### src/rtl/de_mem_responder.sv
// Drawing-engine memory responder: posted single-entry write buffer,
// blocking reads, one SRAM access in flight at a time.
module de_mem_responder #(
  parameter int unsigned WAIT_STATES = 1
) (
  input  logic        clk,
  input  logic        rst_n,
  input  logic        de_req,
  output logic        de_ack,
  input  logic [17:0] de_addr,
  input  logic [3:0]  de_nbyte,
  input  logic        de_rnw,
  input  logic [31:0] de_w_data,
  output logic [31:0] de_r_data,
  output logic        mem_cs,
  output logic        mem_we,
  output logic [17:0] mem_addr,
  output logic [3:0]  mem_nbe,
  output logic [31:0] mem_wdata,
  input  logic [31:0] mem_rdata,
  output logic        idle
);

  localparam logic [2:0] WS = 3'(WAIT_STATES);

  typedef enum logic [2:0] {
    S_IDLE,
    S_WR_BUSY,
    S_RD_ISSUE,
    S_RD_WAIT,
    S_RD_ACK
  } state_e;

  state_e      st_q, st_d;
  logic [2:0]  cnt_q, cnt_d;
  logic        wb_v_q, wb_v_d;
  logic [17:0] addr_q, addr_d;
  logic [3:0]  nbe_q, nbe_d;
  logic [31:0] data_q, data_d;
  logic        cs_q, cs_d;
  logic        we_q, we_d;
  logic        ack_q, ack_d;
  logic [31:0] rdata_q, rdata_d;

  logic accept;
  logic null_wr;

  // A held request is never re-sampled while its ack is showing.
  assign accept  = de_req & ~ack_q & ~wb_v_q;
  assign null_wr = (de_nbyte == 4'hF);

  always_comb begin
    st_d    = st_q;
    cnt_d   = cnt_q;
    wb_v_d  = wb_v_q;
    addr_d  = addr_q;
    nbe_d   = 4'hF;
    data_d  = data_q;
    cs_d    = 1'b0;
    we_d    = 1'b0;
    ack_d   = 1'b0;
    rdata_d = rdata_q;
    unique case (st_q)
      S_IDLE: begin
        if (accept && !de_rnw) begin
          ack_d = 1'b1;
          if (!null_wr) begin
            wb_v_d = 1'b1;
            addr_d = de_addr;
            nbe_d  = de_nbyte;
            data_d = de_w_data;
            cs_d   = 1'b1;
            we_d   = 1'b1;
            cnt_d  = WS;
            st_d   = S_WR_BUSY;
          end
        end else if (accept && de_rnw) begin
          addr_d = de_addr;
          nbe_d  = 4'h0;
          cs_d   = 1'b1;
          st_d   = S_RD_ISSUE;
        end
      end
      S_WR_BUSY: begin
        if (cnt_q == 3'd0) begin
          wb_v_d = 1'b0;
          st_d   = S_IDLE;
        end else begin
          cnt_d = cnt_q - 3'd1;
        end
      end
      S_RD_ISSUE: begin
        cnt_d = WS;
        st_d  = S_RD_WAIT;
      end
      S_RD_WAIT: begin
        if (cnt_q == 3'd0) begin
          rdata_d = mem_rdata;
          ack_d   = 1'b1;
          st_d    = S_RD_ACK;
        end else begin
          cnt_d = cnt_q - 3'd1;
        end
      end
      S_RD_ACK: begin
        st_d = S_IDLE;
      end
      default: begin
        st_d = S_IDLE;
      end
    endcase
  end

  always_ff @(posedge clk or negedge rst_n) begin
    if (!rst_n) begin
      st_q    <= S_IDLE;
      cnt_q   <= '0;
      wb_v_q  <= 1'b0;
      addr_q  <= '0;
      nbe_q   <= 4'hF;
      data_q  <= '0;
      cs_q    <= 1'b0;
      we_q    <= 1'b0;
      ack_q   <= 1'b0;
      rdata_q <= '0;
    end else begin
      st_q    <= st_d;
      cnt_q   <= cnt_d;
      wb_v_q  <= wb_v_d;
      addr_q  <= addr_d;
      nbe_q   <= nbe_d;
      data_q  <= data_d;
      cs_q    <= cs_d;
      we_q    <= we_d;
      ack_q   <= ack_d;
      rdata_q <= rdata_d;
    end
  end

  assign de_ack    = ack_q;
  assign de_r_data = rdata_q;
  assign mem_cs    = cs_q;
  assign mem_we    = we_q;
  assign mem_addr  = addr_q;
  assign mem_nbe   = nbe_q;
  assign mem_wdata = data_q;
  assign idle      = (st_q == S_IDLE) & ~wb_v_q;

endmodule

### config.mk
export PLATFORM = sky130hd
export DESIGN_NAME = de_mem_responder
export DESIGN_NICKNAME = d
export VERILOG_FILES = /design/src/rtl/de_mem_responder.sv
export SDC_FILE = /design/constraint.sdc
export NUM_CORES = 1
export LEC_CHECK = 0
export ABC_AREA = 1
export CAP_MARGIN = 20
export CORE_ASPECT_RATIO = 1.1
export CORE_MARGIN = 2
export CORE_UTILIZATION = 41
export CTS_CLUSTER_SIZE = 12
export DETAILED_ROUTE_END_ITERATION = 10
export PLACE_DENSITY = 0.85
export SYNTH_ARGS = -nofsm -noshare
export SYNTH_HDL_FRONTEND = slang
export SYNTH_SLANG_ARGS = --single-unit
### constraint.sdc
create_clock -name clk -period 2.05 [get_ports clk]
set_clock_uncertainty 0.2 [all_clocks]
set_input_delay 0.205 -clock clk [delete_from_list [all_inputs] [get_ports clk]]
set_output_delay 0.205 -clock clk [all_outputs]
set_load 0.02 [all_outputs]
Yosys cells after proc, flatten, opt, wreduce, memory -nomap -nowiden
Index checks and enable logic that the tools add are counted.
- word-level logic and storage cells: 73
- output and inout bits: 90
- bits in registers: 96
- muxes and demuxes: 29
- bitwise operators: 6
- add/subtract/negate cells: 1
- reductions and logical operators: 15
- equality and inequality tests: 12
- operators by type and width (kind ; number):
    $mux W18 ; 3
    $mux W3 ; 7
    $mux W4 ; 4
    $ne A2 B2 Y1 const B ; 6
    $pmux W3 S4 ; 1
    $reduce_and A4 Y1 ; 3
    $mux W1 ; 11
    $pmux W3 S3 ; 1
    $eq A3 B2 Y1 const B ; 2
    $logic_not A3 Y1 ; 2
    $ne A3 B3 Y1 const B ; 2
    $reduce_and A3 Y1 ; 2
    $eq A4 B4 Y1 const B ; 1
    $pmux W1 S2 ; 2
    $reduce_bool A2 Y1 ; 2
    $and A1 B1 Y1 ; 3
    $eq A3 B1 Y1 const B ; 1
    $not A1 Y1 ; 3
    $reduce_bool A3 Y1 ; 1
    $sub A3 B1 Y3 const B ; 1
    $logic_and A1 B1 Y1 ; 2
    $reduce_and A2 Y1 ; 1
    $reduce_or A2 Y1 ; 1
    $logic_not A1 Y1 ; 1

Logic depth before layout (Yosys ltp)
Gate-level depths: netlist (run 1).
- depth in word-level cells: 7
- gate-level depth with buffers: 9
- depth with buffers taken out: 8

Least setup slack after synthesis (run 1)
OpenSTA, ideal clock, no wires.
- kind: reg2reg
- start: reg ack_q (netlist: de_ack)
- end: reg data_q[0] (netlist: mem_wdata[0])
- data arrival time: 1200 ps
- data required time: 1734 ps
- setup slack: 534 ps
- stages on the path, launching flop included: 8
- setup time: 116 ps
- path through: dfrtp_1 > inv_1 > nand2_1 > nor2_8 > nand3_4 > buf_2 > nand2_1 > nand2_1
- cells in the longest elaborated chain, start to end: 5
- ends and longest elaborated chain (what ; line ; RTL):
    from (decl) ; 42 ; logic ack_q, ack_d;
    from (signal assigned) ; 135 ; ack_q <= ack_d;
    $not A1 Y1 ; 49 ; assign accept = de_req & ~ack_q & ~wb_v_q;
    $and A1 B1 Y1 (2 in series) ; 49 ;
    $logic_and A1 B1 Y1 ; 65 ; if (accept && !de_rnw) begin
    $reduce_and A3 Y1 (no line) ; - ;
    to (signal assigned) ; 132 ; data_q <= data_d;
    to (decl) ; 39 ; logic [31:0] data_q, data_d;
Every way passes these cells.
A chain may end at the register's enable or synchronous reset.

Final worst setup path (run 1)
- start: reg st_q[2]
- end: out idle
- cells in the longest elaborated chain, start to end: 2
- ends and longest elaborated chain (what ; line ; RTL):
    from (decl) ; 34 ; state_e st_q, st_d;
    from (signal assigned) ; 127 ; st_q <= st_d;
    $logic_not A3 Y1 ; 147 ; assign idle = (st_q == S_IDLE) & ~wb_v_q;
    $and A1 B1 Y1 ; 147 ;
    to (decl) ; 21 ; output logic idle
Every way passes these cells.

==> metrics.md, run 1 <==
| Metric | Value |
|---|---|
| Outcome | `completed` |
| Startpoint types | `flop` |
| Final setup violation count | `0` |
| Largest net degree at the start of global routing | `97` |
| Total GRT Usage | `0.201` |
| DR DRC count | `0` |
| Core Footprint | `8920 um2` |
| Maxcap violations | `0` |
| Pre-antenna DRT Iters | `4` |
| Worst vdd ir | `0.350 mV` |
| Number of global-route vias before repair | `3413` |
| Post-Syn Area per Cell | `8.82 um2` |
| Critical Path Fanout Max | `4` |
| Die Span Y | `105 um` |
| Count of clock tree sinks | `96` |
| Slew Limit Fails | `0` |
| Antenna violations before repair | `0` |
| Max-slew headroom | `0.645` |
| Final #Nets | `705` |
| RSZ-0062 raised after global routing | `false` |
| Least-Margin Pin Slew | `around 0.53 ns` |
| Worst-Skew Late Latency | `0.34 ns` |
| Vias | `3362` |
| Busiest grt layer | `met2` |
| Met1 usage | `0.253` |
| H-tree Lvls | `3` |
| I/O pin total | `180` |
| Dominant cell type by area after synthesis | `dfrtp_1` |
| Diode count | `0` |
| Root Buffer | `clkbuf_8` |
| Worst-path clk slew | `0.10 ns` |
| Worst min-delay path category | `in -> reg` |
| WP data required | `around 1.6 ns` |
| Netlist Area Pre-Place | `3800 um2` |
| YS warnings | `0` |
| Sequential fraction of the synthesis area | `0.633` |
| Longest Clk Path Bufs | `2` |
| Launching point of the worst reg2reg path | `cnt_q[0]` |
| Starting Density | `0.426` |
| PortBufs | `179` |
| Cells after synthesis | `431` |
| Final GP Congestion | `0.781` |
| Placed Area | `5680 um2` |
| Hold path start | `mem_rdata[4]` |
| DR vias/cell | `4.59` |
| Synth unique cells | `25` |
| Wire per inst | `13.4 um` |
| Leak | `~3.0 nW` |
| Post-CTS Setup Inserts | `0` |
| Max Clock Freq | `0.527 GHz` |
| FP Rows | `36` |
| #FFs+latches synth | `96` |
| Synth Net Count | `between 500 and 600` |
| Global Route met3 Usage | `0.0505` |
| Filler cells | `729` |
| Initial DRC count | `117` |
| Layout cell share with drive strength beyond 1 | `0.0583` |
| Setup TNS | `0 ns` |
| CTS tree | `built` |
| Post-route cell area | `5890 um2` |
| Die ar. | `10100 um2` |
| CTS Buf Count | `9` |
| Crit. End Element | `output pin` |
| Critical path arrival | `1.49 ns` |
| First-pass GRT wire length | `15900 um` |
| Synth top area cells | `dfrtp_1 (61%), nand2_1 (27%), dfstp_2 (2.8%)` |
| Worst Setup SP | `st_q[2]` |
| Die width | `95.8 um` |
| Crit path kind | `reg -> out` |
| M2 GR Usage | `0.335` |
| Final min period | `approximately 1.9 ns` |
| Routed Antenna Nets | `0` |
| DPL Wire Length | `approximately 7200 um` |
| Pwr Density | `598 nW/um2` |
| Synth top area share | `0.606` |
| Area delta synth->final | `54.9%` |
| Total global routing overflow | `0` |
| Final hold viol count | `0` |
| Final wirelength | `9830 um` |
| Final period util | `0.925` |
-- final cells by class --
cell class              instances  area (um2)  area share
clock buffers                  10         128      0.0217
clock inverters                 6        67.6      0.0115
inverters                      20        78.8      0.0134
multi-input cells             301        1210       0.206
flip-flops and latches         96        2410       0.409
well taps                     114         143      0.0242
repair buffers                185        1850       0.314
-- path summary, 6_finish.rpt --
kind	to	slack (ns)	cells past startpoint
max	idle	0.15	4
min	de_r_data[4]	0.18	3
min reg2reg	de_r_data[15]	0.28	2
min in group asynchronous	de_r_data[29]	0.24	3
max reg2reg	de_r_data[13]	0.26	8
max in group asynchronous	de_r_data[20]	1.02	3
-- metal layers --
layer / vias to the layer above / wire length, um
li1: 1652 / -
met1: 1561 / 4060
met2: 131 / 4860
met3: 18 / 717
met4: 0 / 192
met5: - / 0
-- critical path, stage by stage (launching register included) --
cell and delay [ns]:
dfrtp_1 0.42, nor2_4 0.15, nand2_2 0.13, nor2_1 0.10
dlygate4sd2_1 0.35
-- sequential cells by signal (all words and copies together) (netlist names) --
signal,cells
de_r_data,32
mem_we,1
mem_nbe,4
mem_addr,18
wb_v_q,1
cnt_q,3
mem_cs,1
mem_wdata,32
de_ack,1
st_q,3
-- cells by family after synthesis --
logic type | Yosys count | share of synthesized area
DFF | 96 | 0.633
buffers and inverters | 34 | 0.0471
AOI/OAI and AO/OA | 2 | 0.00263
and+or+nand+nor | 297 | 0.310
adders and majority gates | 2 | 0.00658
-- where the power goes --
| group | internal, mW | total (mW) | switching [mW] |
|---|---|---|---|
| clock | 0.569 | 1.21 | 0.644 |
| combinational | 0.221 | 0.362 | 0.141 |
| sequential | 1.92 | 1.94 | 0.0192 |
| total | 2.71 | 3.52 | 0.804 |
-- layout by cell type, fill, tap and decap left out, types with 2 or more instances in the layout --
master / Yosys / final
buf_4: 3 / 5
clkbuf_8: 0 / 9
clkdlybuf4s50_1: 0 / 177
clkinv_2: 1 / 2
clkinvlp_4: 0 / 2
dfrtp_1: 92 / 92
dfstp_2: 4 / 4
ha_1: 2 / 2
inv_1: 17 / 17
nand2_1: 278 / 278
nand2_2: 2 / 2
nand3_1: 3 / 3
nand4_1: 2 / 2
nor2_1: 5 / 5
-- stage by stage --
| step | util | setup WS (ns) | total power, mW | instances | hold slack (ns) |
|---|---|---|---|---|---|
| after floorplan | - | 0.534 | 2.05 | 431 | -0.291 |
| after global placement | 0.637 | 0.0643 | 2.34 | 715 | 0.100 |
| after detailed placement | 0.637 | -0.0123 | 2.34 | 715 | 0.105 |
| after CTS | 0.660 | 0.127 | 3.56 | 732 | 0.166 |
| after global routing | 0.660 | 0.0260 | 3.66 | 732 | 0.176 |
| final | 0.660 | 0.153 | 3.52 | 732 | 0.180 |
-- synth_stat cells (all sizes together) --
library cell	number
or2	1
dfstp	4
o21ai	1
nand3	4
nand4	2
nor3	1
dfrtp	92
ha	2
nand2	281
clkinv	1
clkbuf	2
buf	12
inv	19
nor2	8
a21oi	1
-- repair_timing --
item	in CTS	in global routing
setup endpoints to repair	1	0
hold buffers	1	0
endpoints found under the hold margin	92	0
resized for setup	1	0
Power figures use the tool's default switching activity.
==> run 2, diff against run 1 <==
CORE_ASPECT_RATIO = not set   (was 1.1)
CORE_MARGIN = 3   (was 2)
==> run 2 against run 1 <==
Compared with the run above: sequential power about the same; critical path depth shrank 3; power increased by 1.9%; largest power group unchanged; count of clock-buffer cells in the layout up 1; sequential share of layout area is 0.33 points lower; worst setup slack gained 0.022 ns; highest routed layer unchanged.
==> metrics.md, run 2 (same netlist as run 1, synthesis figures left out) <==
| Metric | Value |
|---|---|
| DR vias/cell | `4.72` |
| Part of the power in registers | `0.542` |
| Int Pwr | `2.79 mW` |
| Max Clock Freq | `~0.53 GHz` |
| Critical path arrival | `around 1.5 ns` |
| Pre-antenna DRT Iters | `4` |
| CP cell instances | `clkdlybuf4s50_1` |
| Final wirelength | `10100 um` |
| Longest Clk Path Bufs | `2` |
| Post-CTS Setup Inserts | `0` |
| Worst-Skew Late Latency | `0.34 ns` |
| Worst r2r dst | `de_r_data[17]` |
| Most common cell after layout, fill and taps aside | `nand2_1` |
| Area delta synth->final | `56.1%` |
| DR DRC count | `0` |
| WP data required | `1.64 ns` |
| FP Rows | `34` |
| Pwr Density | `a little over 600 nW/um2` |
| Max-slew headroom | `0.660` |
| Slowest cell on crit path | `clkdlybuf4s50_1` |
| Final setup violation count | `0` |
| Met1 usage | `0.237` |
| Leak | `2.99 nW` |
| Routed Antenna Nets | `0` |
| M2 GR Usage | `0.336` |
| PortBufs | `around 180` |
| Clock network fraction of total power | `0.357` |
| Switching power share of the total | `0.223` |
| Largest net degree at the start of global routing | `52` |
| Startpoint types | `flop` |
| Die width | `102 um` |
| Layout cell share with drive strength beyond 1 | `0.0644` |
| Setup TNS | `0 ns` |
| Worst Reg2Reg Path Length in Cells | `8` |
| Global Route met3 Usage | `0.0546` |
| Crit path kind | `reg -> out` |
| H-tree Lvls | `3` |
| Starting Density | `0.430` |
| Die ar. | `approximately 10000 um2` |
| Worst Setup SP | `mem_nbe[1]` |
| Final hold slack | `0.161 ns` |
| Final #Nets | `708` |
| Final min period | `roughly 1.9 ns` |
| Final GP Congestion | `0.832` |
| Switching pwr | `801 uW` |
| Core Footprint | `8850 um2` |
| Comb pwr share | `0.102` |
| Slew Limit Fails | `0` |
| Worst stage delay on the critical path | `0.61 ns` |
| WP depth | `1` |
| Die Span Y | `102 um` |
| Reg-to-reg slack, setup | `0.27 ns` |
| Setup ws final | `~0.18 ns` |
| CTS Buf Count | `9` |
| Wire per inst | `~14 um` |
| Total global routing overflow | `0` |
| CTS tree | `built` |
| Maxcap violations | `0` |
| Worst min-delay path category | `in -> async` |
| Least-Margin Pin Slew | `0.510 ns` |
| Critical Path Fanout Max | `1` |
| Final hold viol count | `0` |
| Vias | `between 3000 and 4000` |
| Launching point of the worst reg2reg path | `cnt_q[0]` |
| Crit path max-delay family | `buffers and inverters` |
| Busiest grt layer | `met2` |
| Final period util | `0.915` |
| Dpl ws | `0.0963 ns` |
| Filler cells | `approximately 700` |
| Commonest cells after routing, fill and taps aside | `nand2_1 (278), clkdlybuf4s50_1 (177), dfrtp_1 (92)` |
| DPL Wire Length | `roughly 7800 um` |
| Diode count | `0` |
| Buffer and inverter count on the worst path | `1` |
| Count of clock tree sinks | `96` |
| Crit. End Element | `output pin` |
| Worst vdd ir | `0.303 mV` |
| Root Buffer | `clkbuf_8` |
| Initial DRC count | `99` |
| Antenna violations before repair | `0` |
| First-pass GRT wire length | `approximately 16000 um` |
| Worst setup path endpoint | `mem_nbe[1]` |
| Number of global-route vias before repair | `3468` |
| Total GRT Usage | `0.194` |
| Worst-path clk slew | `0.09 ns` |
| I/O pin total | `180` |
| Outcome | `completed` |
| RSZ-0062 raised after global routing | `false` |
==> run 2: changes by cell type in the layout (fill, tap and decap cells not counted) <==
cell	previous run	this run
clkinv_4	1	2
clkbuf_1	1	0
clkinv_2	2	1
buf_12	1	2
buf_4	5	7
clkbuf_8	9	11
clkinvlp_4	2	1
==> run 2: how the worst min path moves through the flow <==
stage	slack, ns	startpoint	to
finish	0.16	rst_n	mem_wdata[12]
detailed placement	-0.007	rst_n	mem_wdata[12]
floorplan	-0.29	rst_n	cnt_q[0]
CTS	0.16	rst_n	mem_wdata[12]
global route	0.18	mem_rdata[8]	de_r_data[8]
global placement	-0.02	rst_n	mem_wdata[2]
==> run 2: routing by layer <==
metal / up-vias / wire length, um
met4: 0 / 146
li1: 1654 / -
met5: - / 0
met3: 14 / 919
met1: 1624 / 4080
met2: 150 / 4980
==> run 2: power groups by stage <==
| stage | combinational [mW] | sequential, mW | clock, mW |
|---|---|---|---|
| floorplan | 0.0312 | 2.02 | 0 |
| global placement | 0.362 | 1.98 | 0 |
| detailed placement | 0.366 | 1.98 | 0 |
| global route | 0.393 | 1.95 | 1.39 |
| finish | 0.364 | 1.94 | 1.28 |
| CTS | 0.370 | 1.94 | 1.32 |
==> run 2: final cells by class <==
cell class | count | area, um2 | area share
clock buffer | 11 | 151 | 0.0255
clock inverter | 5 | 63.8 | 0.0108
inverter | 20 | 78.8 | 0.0133
multi-input combinational | 301 | 1210 | 0.205
sequential | 96 | 2410 | 0.406
tap | 108 | 135 | 0.0228
timing repair buffer | 188 | 1880 | 0.317
==> run 2: repair_timing <==
item | 4_1_cts | 5_1_grt
setup endpoints to repair | 1 | 0
hold endpoints to repair | 33 | 0
hold buffers | 1 | 0
resized for setup | 1 | 0
==> run 2: per-stage QoR <==
stage | cell area, um2 | total power, mW | utilization | instances
global route | 5930 | 3.73 | 0.671 | 729
CTS | 5930 | 3.63 | 0.671 | 729
global placement | 5710 | 2.34 | 0.645 | 712
finish | 5930 | 3.59 | 0.671 | 729
detailed placement | 5710 | 2.35 | 0.645 | 712
floorplan | 3800 | 2.05 | - | 431
==> RTL edit: new RTL, config.mk and constraints of run 2 <==
Encoding of `state_e`: now Gray code (3 bits for 5 states).
--- a/src/rtl/de_mem_responder.sv
+++ b/src/rtl/de_mem_responder.sv
@@ -25,9 +25,9 @@
 
   typedef enum logic [2:0] {
-    S_IDLE,
-    S_WR_BUSY,
-    S_RD_ISSUE,
-    S_RD_WAIT,
-    S_RD_ACK
+    S_IDLE     = 3'b000,
+    S_WR_BUSY  = 3'b001,
+    S_RD_ISSUE = 3'b011,
+    S_RD_WAIT  = 3'b010,
+    S_RD_ACK   = 3'b110
   } state_e;
 
Behaviour: no difference found for any inputs over 4 cycles, from zero or initial values and one cycle with rst_n low; so few cycles prove little.
==> RTL edit against run 2 <==
- sequential power is essentially flat
- design area shrank 0.11%
- setup slack gained 4.0 ps
- cell count shrank 0.69%
- routed wire length shrank 0.31%
- largest cell class unchanged
- sequential cell count is the same
- sequential share of layout area is essentially flat
- count of clock-buffer cells in the layout shrank 1
- total power grew 2.7%
- area after synthesis shrank 0.20%
==> RTL edit: results (changes against run 2) <==
metric,value,unit,change
# placed instances,707,,was 712
Seq area share,40.6,%,about the same
gp weighted congestion,0.821,,was 0.832
Leak,2.99,nW,about the same
register area share after synthesis,63.5,%,was 63.3%
measured slew at the worst slew-check pin,556,ps,was 510 ps
Power Internal,2.88,mW,was 2.79 mW
CLK BUF,10,,was 11
pin count of the biggest net entering global routing,36,,was 52
Synth Net Count,520,,was 523
met1 Resource Use GR,23.3,%,was 23.7%
Routed met2 length,5260,µm,was 4980 µm
GRT Util Overall,19.8,%,was 19.4%
GR Util met3,5.53,%,was 5.46%
dpl hpwl,7690,µm,was 7840 µm
"CTS clk-pin slew, worst paths",90,ps,about the same
Initial DRC Count,123,,was 99
DR top layer,met4,,unchanged
area occupied by multi-input gates,1210,µm²,about the same
mux contribution to synthesized area,0,%,unchanged
complex-gate fraction of the synthesized area,0.528,%,was 0.263%
"FFs w/ async S/R, synth",100,%,unchanged
routed len/inst,13.9,µm,about the same
Met1 Routed Length,4000,µm,was 4080 µm
Data buffer area share,31.8,%,was 31.7%
Synth Flop Type,dfrtp_1,,unchanged
Placed Area,5690,µm²,was 5710 µm²
CTS buffer count,9,,unchanged
vias after detailed routing,3348,,was 3442
fin area,5930,µm²,about the same
crit path max fanout,1,,unchanged
post-synthesis instance total,428,,was 431
yosys warns,0,,unchanged
vias per inst,4.62,,was 4.72
met3 WL,768,µm,was 919 µm
share of layout cells above drive strength 1,6.33,%,was 6.44%
GR Util met2,35.7,%,was 33.6%
global-route wire length before repair,16200,µm,was 16100 µm
status,finished clean,,unchanged
synth cell count leaders,"278 x nand2_1, 92 x dfrtp_1, 13 x inv_1, 6 x buf_6",,"was 278 x nand2_1, 92 x dfrtp_1, 17 x inv_1, 5 x buf_2, 5 x nor2_1"
synth top area cells,"dfrtp_1 61%, nand2_1 28%, dfstp_2 2.8%",,"was dfrtp_1 61%, nand2_1 27%, dfstp_2 2.8%"
post-synthesis xor/xnor area fraction,0.231,%,was 0%
Sequential Power Share,52.8,%,was 54.2%
n_diodes,0,,unchanged
pre-CTS setup slack,24.1,ps,was 96.3 ps
synth unique cells,22,,was 25
nonclk inv count,16,,was 20
clock network area share,3.86,%,was 3.63%
maximum VDD drop,323,µV,was 303 µV
# nets final,703,,was 708
adder-cell share of the synthesized area,0.660,%,was 0.658%
Sink Count,96,,unchanged
clk buf depth,2,,unchanged
vias in the first global route,3435,,was 3468
"CP delay by family, top",buffers and inverters,,unchanged
"Buffers, non-clock",187,,was 188
fill cell count,718,,was 698
RTL edit: what timing repair did:
action                                  4_1_cts  5_1_grt
endpoints found under the hold margin        92        0
gates resized for setup                       1        0
endpoints found under the setup margin        1        0
hold buffers                                  1        0
setup buffers                                 0        0
RTL edit: logic make-up (layout without fill, tap and decap cells):
logic type | Yosys count | in the layout
buffers and inverters | 31 | 219
adders and majority gates | 2 | 2
AOI/OAI and AO/OA | 4 | 4
DFF | 96 | 96
xor gates and xnor gates | 1 | 1
and+or+nand+nor | 294 | 294
RTL edit: path summary, 6_finish.rpt:
kind                              start       endpoint  cells after the start  slack [ps]
max                          mem_nbe[1]     mem_nbe[1]                      1         180
min                               rst_n        st_q[2]                      2         140
max reg2reg                      wb_v_q  mem_wdata[15]                      7         230
min reg2reg                mem_wdata[3]   mem_wdata[3]                      2         280
max in group asynchronous         rst_n     mem_nbe[0]                      3         930
min in group clk           de_w_data[8]   mem_wdata[8]                      3         180
